**src/rtl/column_pkg.sv**
```systemverilog
// column_pkg
// Shared word-size constants and the sequencer state type for the bit-serial
// column and the activation sequencer that feeds it.
// Contents:
//   WORDLEN, LOG2_WORDLEN  activation/weight word length and its log2
//   NROWS, LOG2_NROWS      rows per column and its log2
//   seq_state_e            sequencer FSM states
package column_pkg;

    localparam int WORDLEN      = 8;
    localparam int LOG2_WORDLEN = 3;
    localparam int NROWS        = 64;
    localparam int LOG2_NROWS   = 6;

    typedef enum logic {
        IDLE   = 1'b0,
        STREAM = 1'b1
    } seq_state_e;

endpackage

```
**src/rtl/seq_delay_line.sv**
```systemverilog
// seq_delay_line
// Fixed-depth shift register carrying the {valid, last, bit index} tag of each
// streamed bit, so the column controls line up with the column's own pipeline.
// Ports:
//   clock, resetn            clock and async active-low reset
//   in_valid/in_last/in_idx  tag entering the line
//   out_valid/out_last/out_idx tag leaving the line DEPTH cycles later
//   any_valid                some stage holds a valid tag
module seq_delay_line
    import column_pkg::*;
#(
    parameter int DEPTH = 2,
    parameter int IDX_W = 3
) (
    input  logic             clock,
    input  logic             resetn,
    input  logic             in_valid,
    input  logic             in_last,
    input  logic [IDX_W-1:0] in_idx,
    output logic             out_valid,
    output logic             out_last,
    output logic [IDX_W-1:0] out_idx,
    output logic             any_valid
);

    localparam int TAG_W = IDX_W + 2;

    logic [DEPTH-1:0][TAG_W-1:0] stage_q;
    logic [DEPTH-1:0][TAG_W-1:0] stage_d;

    always_comb begin
        stage_d    = stage_q;
        stage_d[0] = {in_valid, in_last, in_idx};
        for (int i = 1; i < DEPTH; i++) begin
            stage_d[i] = stage_q[i-1];
        end
    end

    always_ff @(posedge clock or negedge resetn) begin
        if (!resetn) begin
            stage_q <= '0;
        end else begin
            stage_q <= stage_d;
        end
    end

    always_comb begin
        any_valid = 1'b0;
        for (int i = 0; i < DEPTH; i++) begin
            any_valid = any_valid | stage_q[i][TAG_W-1];
        end
    end

    assign {out_valid, out_last, out_idx} = stage_q[DEPTH-1];

endmodule

```
**src/rtl/activation_sequencer.sv**
```systemverilog
// activation_sequencer
// Accepts an activation vector (one word per row) and streams it LSB first as
// one bit per row per cycle into a bit-serial column, together with the
// accumulator shift amount, accumulator clear and final-sum strobe aligned to
// the column's two-cycle latency. Back-to-back vectors stream with no bubble.
// Ports:
//   clock, resetn  clock and async active-low reset
//   act_valid/act  offered activation vector (NROWS x WORDLEN, unsigned)
//   act_ready      vector is accepted this cycle
//   ia             bit-serial activation bits, one per row
//   shift          bit index of the sum now leaving the column tree
//   acc_clear      column accumulator loads instead of accumulating
//   sum_valid      column sum is final this cycle
//   busy           a vector is streaming or still in the column pipeline
//
// state  | meaning
// IDLE   | nothing streaming, ready for a vector
// STREAM | driving bit bitcnt of the held vector; ready again on the last bit
module activation_sequencer #(
    parameter int WORDLEN      = column_pkg::WORDLEN,
    parameter int LOG2_WORDLEN = column_pkg::LOG2_WORDLEN,
    parameter int NROWS        = column_pkg::NROWS
) (
    input  logic                            clock,
    input  logic                            resetn,
    input  logic                            act_valid,
    input  logic [NROWS-1:0][WORDLEN-1:0]   act,
    output logic                            act_ready,
    output logic [NROWS-1:0]                ia,
    output logic [WORDLEN-1:0]              shift,
    output logic                            acc_clear,
    output logic                            sum_valid,
    output logic                            busy
);

    import column_pkg::*;

    localparam logic [LOG2_WORDLEN-1:0] BIT_LAST = LOG2_WORDLEN'(WORDLEN - 1);

    seq_state_e                    state_q, state_d;
    logic [LOG2_WORDLEN-1:0]       bitcnt_q, bitcnt_d;
    logic [NROWS-1:0][WORDLEN-1:0] hold_q, hold_d;
    logic [NROWS-1:0]              ia_q, ia_d;
    logic                          tag_valid_q, tag_valid_d;
    logic                          tag_last_q, tag_last_d;
    logic [LOG2_WORDLEN-1:0]       tag_idx_q, tag_idx_d;
    logic                          sum_valid_q, sum_valid_d;

    logic                          transfer;
    logic                          streaming;
    logic                          dl_valid;
    logic                          dl_last;
    logic [LOG2_WORDLEN-1:0]       dl_idx;
    logic                          dl_any;

    assign streaming = (state_q == STREAM);
    assign act_ready = (state_q == IDLE) || (streaming && (bitcnt_q == BIT_LAST));
    assign transfer  = act_valid && act_ready;

    always_comb begin
        state_d  = state_q;
        bitcnt_d = bitcnt_q;
        hold_d   = hold_q;
        case (state_q)
            IDLE: begin
                if (transfer) begin
                    state_d  = STREAM;
                    bitcnt_d = '0;
                end
            end
            STREAM: begin
                if (bitcnt_q == BIT_LAST) begin
                    // A vector accepted on the last bit streams next cycle with no bubble.
                    bitcnt_d = '0;
                    state_d  = transfer ? STREAM : IDLE;
                end else begin
                    bitcnt_d = bitcnt_q + LOG2_WORDLEN'(1);
                end
            end
            default: begin
                state_d  = IDLE;
                bitcnt_d = '0;
            end
        endcase
        if (transfer) begin
            hold_d = act;
        end
    end

    // The ia register is the first column pipeline stage; the tag register
    // travels alongside it so the delay line only has to cover the tree stage
    // and the accumulator-input stage.
    always_comb begin
        ia_d        = '0;
        tag_valid_d = streaming;
        tag_last_d  = streaming && (bitcnt_q == BIT_LAST);
        tag_idx_d   = streaming ? bitcnt_q : '0;
        if (streaming) begin
            for (int r = 0; r < NROWS; r++) begin
                ia_d[r] = hold_q[r][bitcnt_q];
            end
        end
    end

    always_ff @(posedge clock or negedge resetn) begin
        if (!resetn) begin
            state_q     <= IDLE;
            bitcnt_q    <= '0;
            hold_q      <= '0;
            ia_q        <= '0;
            tag_valid_q <= 1'b0;
            tag_last_q  <= 1'b0;
            tag_idx_q   <= '0;
            sum_valid_q <= 1'b0;
        end else begin
            state_q     <= state_d;
            bitcnt_q    <= bitcnt_d;
            hold_q      <= hold_d;
            ia_q        <= ia_d;
            tag_valid_q <= tag_valid_d;
            tag_last_q  <= tag_last_d;
            tag_idx_q   <= tag_idx_d;
            sum_valid_q <= sum_valid_d;
        end
    end

    seq_delay_line #(
        .DEPTH (2),
        .IDX_W (LOG2_WORDLEN)
    ) u_delay (
        .clock     (clock),
        .resetn    (resetn),
        .in_valid  (tag_valid_q),
        .in_last   (tag_last_q),
        .in_idx    (tag_idx_q),
        .out_valid (dl_valid),
        .out_last  (dl_last),
        .out_idx   (dl_idx),
        .any_valid (dl_any)
    );

    // The accumulator absorbs the last bit in the cycle after its shift, so the
    // sum is final one cycle later.
    assign sum_valid_d = dl_valid && dl_last;

    assign ia        = ia_q;
    assign shift     = dl_valid ? WORDLEN'(dl_idx) : '0;
    assign acc_clear = dl_valid && (dl_idx == '0);
    assign sum_valid = sum_valid_q;
    assign busy      = streaming || tag_valid_q || dl_any || sum_valid_q;

endmodule

```
**config.mk**
```make
export PLATFORM = sky130hd
export DESIGN_NAME = activation_sequencer
export DESIGN_NICKNAME = d
export VERILOG_FILES = /design/src/rtl/column_pkg.sv /design/src/rtl/seq_delay_line.sv /design/src/rtl/activation_sequencer.sv
export SDC_FILE = /design/constraint.sdc
export NUM_CORES = 1
export LEC_CHECK = 0
export CAP_MARGIN = 20
export CORE_MARGIN = 3
export CORE_UTILIZATION = 46
export DETAILED_ROUTE_END_ITERATION = 16
export GPL_ROUTABILITY_DRIVEN = 1
export MAX_ROUTING_LAYER = met4
export PLACE_DENSITY = 0.82
export SYNTH_ARGS = -nofsm -noshare
export SYNTH_HDL_FRONTEND = slang
export SYNTH_SLANG_ARGS = --single-unit
```
**constraint.sdc**
```tcl
create_clock -name clock -period 2 [get_ports clock]
set_input_delay 0.4 -clock clock [delete_from_list [all_inputs] [get_ports clock]]
set_output_delay 0.4 -clock clock [all_outputs]
set_load 0.005 [all_outputs]
```
# After elaboration in Yosys (flattened, before gate mapping)
# Index checks and enable logic that the tools add are counted.
[word_totals]
register_bits = 596
in_bits = 515
out_inout_bits = 76
[op_classes]
n_addsub = 1
n_lt_le_gt_ge = 1
n_eq_ne = 2
muxes = 137
n_bitwise = 2
n_reduce_logical = 9
[op_table]
columns = ["cell", "count"]
rows = [
  ["1-bit binary-select mux with 3-bit select", 64],
  ["1-bit two-way mux", 66],
  ["64-bit two-way mux", 1],
  ["3-bit two-way mux", 4],
  ["3-bit case mux with 2 select lines", 1],
  ["1-bit logical AND", 4],
  ["1-bit logical OR", 4],
  ["3-bit by 4-bit < comparator with 1-bit output, second input constant", 1],
  ["3-bit by 1-bit adder with 3-bit output, second input constant", 1],
  ["3-bit == test, second input constant", 1],
  ["3-bit logical NOT", 1],
  ["2-bit != test, second input constant", 1],
  ["1-bit case mux with 2 select lines", 1],
  ["1-bit NOT", 1],
  ["1-bit OR", 1],
]

# Depth between registers and ports, before layout
[depth]
depth_word = 7
ltp_mapped = 7
depth_no_buf = 5

# Modules after synthesis
# From an unflattened synthesis, not the netlist that was laid out.
[hier_totals]
hier_cells = 1640
area_unflattened_um2 = 25463.2
[modules_own_cells]
columns = ["module", "instances", "cells_each", "area_each_um2", "seq_area_each_um2"]
rows = [
  ["activation_sequencer", 1, 1629, 25206.7, 14664.1],
  ["seq_delay_line", 1, 11, 256.5, 250.2],
]

# Worst setup path after synthesis
# OpenSTA, ideal clock, no wires.
[synth_timing]
path_type = "register to register"
start = "reg bitcnt_q[1]"
end = "reg hold_q[144] in the netlist's numbering"
setup_time_ns = 0.125
arrival_time_ns = 1.778
path_slack_ns = 0.097
stages_incl_launch_ff = 8
n_path_buf = 2
period_less_slack_ns = 1.903
path_cell_list = "dfrtp_1 ha_1 ha_1 nand2b_1 nand2_1 buf_2 buf_4 mux2_2"
[synth_between]
elab_chain_cells = 4
[synth_lines]
columns = ["element", "line", "rtl"]
rows = [
  ["start, declared", "activation_sequencer.sv:41", "logic [LOG2_WORDLEN-1:0] bitcnt_q, bitcnt_d;"],
  ["start signal, assigned", "activation_sequencer.sv:117", "bitcnt_q <= bitcnt_d;"],
  ["3-bit == test", "activation_sequencer.sv:57", "assign act_ready = (state_q == IDLE) || (streaming && (bitcnt_q == BIT_LAST));"],
  ["1-bit logical AND", "activation_sequencer.sv:57", ""],
  ["1-bit logical OR", "activation_sequencer.sv:57", ""],
  ["via act_ready", "activation_sequencer.sv:28", "output logic act_ready,"],
  ["1-bit logical AND", "activation_sequencer.sv:58", "assign transfer = act_valid && act_ready;"],
  ["end signal, assigned", "activation_sequencer.sv:118", "hold_q <= hold_d;"],
  ["end, declared", "activation_sequencer.sv:42", "logic [NROWS-1:0][WORDLEN-1:0] hold_q, hold_d;"],
]
# The timed path passes the listed nets, and every way through them passes these cells.
# A chain may end at the register's enable or synchronous reset.

# Worst setup path in the final report
[layout_timing]
start = "reg bitcnt_q[0]"
end = "reg hold_q[271] in the netlist's numbering"
[layout_between]
elab_chain_cells = 4
[layout_lines]
columns = ["element", "line"]
rows = [
  ["3-bit == test", "activation_sequencer.sv:57"],
  ["1-bit logical AND", "activation_sequencer.sv:57"],
  ["1-bit logical OR", "activation_sequencer.sv:57"],
  ["1-bit logical AND", "activation_sequencer.sv:58"],
]
# No other way between the ends.

==> summary.txt <==
STA
  – Max-slew headroom: about three fifths
  – Final setup violation count: roughly 450
  – Fin crit share: 107%
  – Slew of the pin with the lowest slew margin: roughly 0.6 ns
  – Slew Limit Fails: 0
  – Final Skew: 0.0185 ns
  – Worst Slack Setup Final: -0.131 ns
  – Fmax: 469 MHz
  – Final hold vios: 0
  – Crit path time final: 2.13 ns
  – Hold_ws: approximately 0.28 ns
  – RSZ-0062 raised after global routing: true

Layout
  – Fill cells: between 3,000 and 4,000
  – Commonest non-fill, non-tap cell in the layout: mux2_2
  – Net count, final: ~2,800
  – Layout cells sized above 1: 41.1%
  – Layout Cells excl Fill: 3,099
  – Layout area overhead: 42.2%
  – Most frequent cells in the layout: mux2_2, dfrtp_1, clkdlybuf4s50_1

Yosys
  – Unique masters post-synth: 18
  – Sequential share of the synthesized area: roughly three fifths
  – Mapped Avg Cell Area: 15.5 um2
  – Synth warn: 0
  – Synth Cell Area: 25,500 um2
  – Cells after Synth: about 1,600
  – #FFs+latches synth: between 500 and 600

Global routing
  – M3 GR Usage: 4.43%
  – Initial antenna violation count: 22
  – GRT Util Overall: 25.1%
  – First-pass GRT wire length: 108,000 um
  – Met2 Track Usage GR: 42.6%
  – Vias in the first global route: 18,400
  – Grt peak-use layer: met2
  – Pin count of the biggest net entering global routing: 91
  – GRT overflow: 0
  – Met1 Track Usage GR: around 30%

Floorplanning
  – Die H: around 240 um
  – Die X: around 240 um
  – Full die area: a little under 60,000 um2
  – Core footprint: between 50,000 and 60,000 um2
  – Row count: 85
  – I/O pins: slightly below 600
  – Initial core utilization: between 40% and 50%

Setup path
  – CP Capture Type: flip-flop
  – Arrival time worst endpoint: 2.62 ns
  – Critical Path Source Type: flip-flop
  – WP data required: 2.49 ns
  – Kind of critical path: reg -> reg
  – CP Max Fanout: 9

Power
  – Combinational Power Share: 43.2%
  – VDD IR max: between 1 and 1.5 mV
  – Pleak: about 0.015 uW
  – Power Dens Cells: between 1500 and 2000 nW/um2
  – Clk pwr share: approximately a fifth
  – Sw frac: between 30% and 40%
  – Flop pwr share: ~38%
  – P_sw: 17,800 uW
  – Power Internal: 39,600 uW

Run status
  – Failing checks: setup timing
  – Status: complete, but fails checks

Clocking
  – CTS tree: yes
  – # clock sinks: just under 600
  – Clk Latency, worst-skew pair: around 0.62 ns
  – Clk buf depth: 3
  – Num CTS Buffers: 60
  – Clock root buffer: clkbuf_16
  – Worst-path clk slew: around 0.060 ns
  – H-tree Lvls: 2

Detailed routing
  – DRC: 0
  – WL final: roughly 80,000 um
  – Via count: 17,200
  – Drt via density: roughly 5.5
  – WL/cell: 25.8 um
  – DR iter-0 viols: 924
  – Initial DRT Pass Iterations: 5
  – Antenna viol nets, final: 0

Place
  – Placer Congestion: between 0.8 and 0.9
  – IO Port Bufs: 585
  – DP Cell Count: ~2,900
  – Post-DP HPWL: approximately 50,000 um

Job
  – Max-Cap Viols: 0

Worst hold path
  – Worst hold path type: in -> async
synth_stat cells (all sizes together):
cell / number / area share (%)
mux2: 640 / 28
conb: 1 / 0.015
clkbuf: 24 / 0.35
nor4b: 1 / 0.034
and2: 8 / 0.20
o21ai: 67 / 1.3
nor3: 1 / 0.020
dfrtp: 596 / 59
nand2b: 5 / 0.12
o22ai: 64 / 1.6
buf: 96 / 2.6
nand2: 6 / 0.088
mux4: 64 / 5.7
nor2: 66 / 0.97
ha: 2 / 0.098
through the flow:
stage | power, uW | setup TNS (ns) | area [um2] | util (%) | setup slack, ns
finish | 57400 | -31.79 | 36200 | 66.7 | -0.131
global route | 60300 | -55.92 | 36200 | 66.7 | -0.172
detailed placement | 43600 | -47.76 | 32600 | 60.0 | -0.149
CTS | 55100 | -46.64 | 34700 | 63.9 | -0.150
global placement | 42400 | -38.83 | 32600 | 60.0 | -0.112
floorplan | 35700 | 0 | 25500 | - | 0.0969
timing repair:
| action | CTS | global route |
|---|---|---|
| endpoints found under the hold margin | 23 | 0 |
| setup endpoints to repair | 525 | 523 |
| resized for setup | 49 | 78 |
| buffers inserted | 3 | 3 |
| hold buffers | 1 | 0 |
| pin swaps | 1 | 1 |
| cloned | 0 | 56 |
final cells by class:
class	count	area, um2	area share, %
antenna	26	65.1	0.180
clock buffer	87	1750	4.84
clock inverter	21	170	0.470
multi-input combinational	931	10000	27.6
sequential	596	14900	41.2
tap	696	871	2.41
timing repair buffer	742	8420	23.3
layer usage:
metal	routed length, um	share of wire (%)
met5	0	0
met3	4810	6.0
met2	41400	52
met1	31000	39
met4	2780	3.5
critical path, cell delays in order (launching register included):
cell and delay (ns):
dfrtp_4 0.49, ha_4 0.17, ha_4 0.15, nand2b_4 0.15
buf_8 0.15, nand2_8 0.15, buf_16 0.20, clkbuf_16 0.18
mux2_2 0.34
power groups by stage:
stage | Clock [uW] | Sequential, uW | Combinational, uW
2_1_floorplan | 0 | 20400 | 15400
3_3_place_gp | 0 | 21100 | 21200
3_5_place_dp | 0 | 21600 | 22000
4_1_cts | 11100 | 21500 | 22400
5_1_grt | 11600 | 22300 | 26400
6_report | 11000 | 21700 | 24800
cells by family (layout without fill, tap and decap cells):
| family | Yosys count | count (layout) | synth area share [%] |
|---|---|---|---|
| buf+inv | 120 | 850 | 2.99 |
| mux | 704 | 704 | 34.0 |
| simple gates | 87 | 89 | 1.44 |
| fa+ha+maj | 2 | 2 | 0.0983 |
| compound gates | 131 | 131 | 2.89 |
| flops | 596 | 596 | 58.6 |
| other cells | 1 | 31 | 0.0147 |
path summary, 6_finish.rpt:
path	start	end	slack, ns	cells past startpoint
min reg2reg	tag_idx_q[0]	u_delay.stage_d[5]	0.35	0
max reg2reg	bitcnt_q[0]	hold_q[271]	-0.13	8
max in group asynchronous	resetn	hold_q[387]	0.86	4
min	resetn	hold_q[48]	0.28	2
max	bitcnt_q[0]	hold_q[271]	-0.13	8
min in group clock	tag_idx_q[0]	u_delay.stage_d[5]	0.35	0
state kept, by name (all words and copies together), names as in the netlist:
signal	count
bitcnt_q	3
hold_q	512
ia	64
state_q	1
sum_valid	1
tag_idx_q	3
tag_last_q	1
tag_valid_q	1
u_delay.out_idx	3
u_delay.out_last	1
u_delay.out_valid	1
u_delay.stage_d	5
No activity file was read; power rests on OpenSTA's default activity.
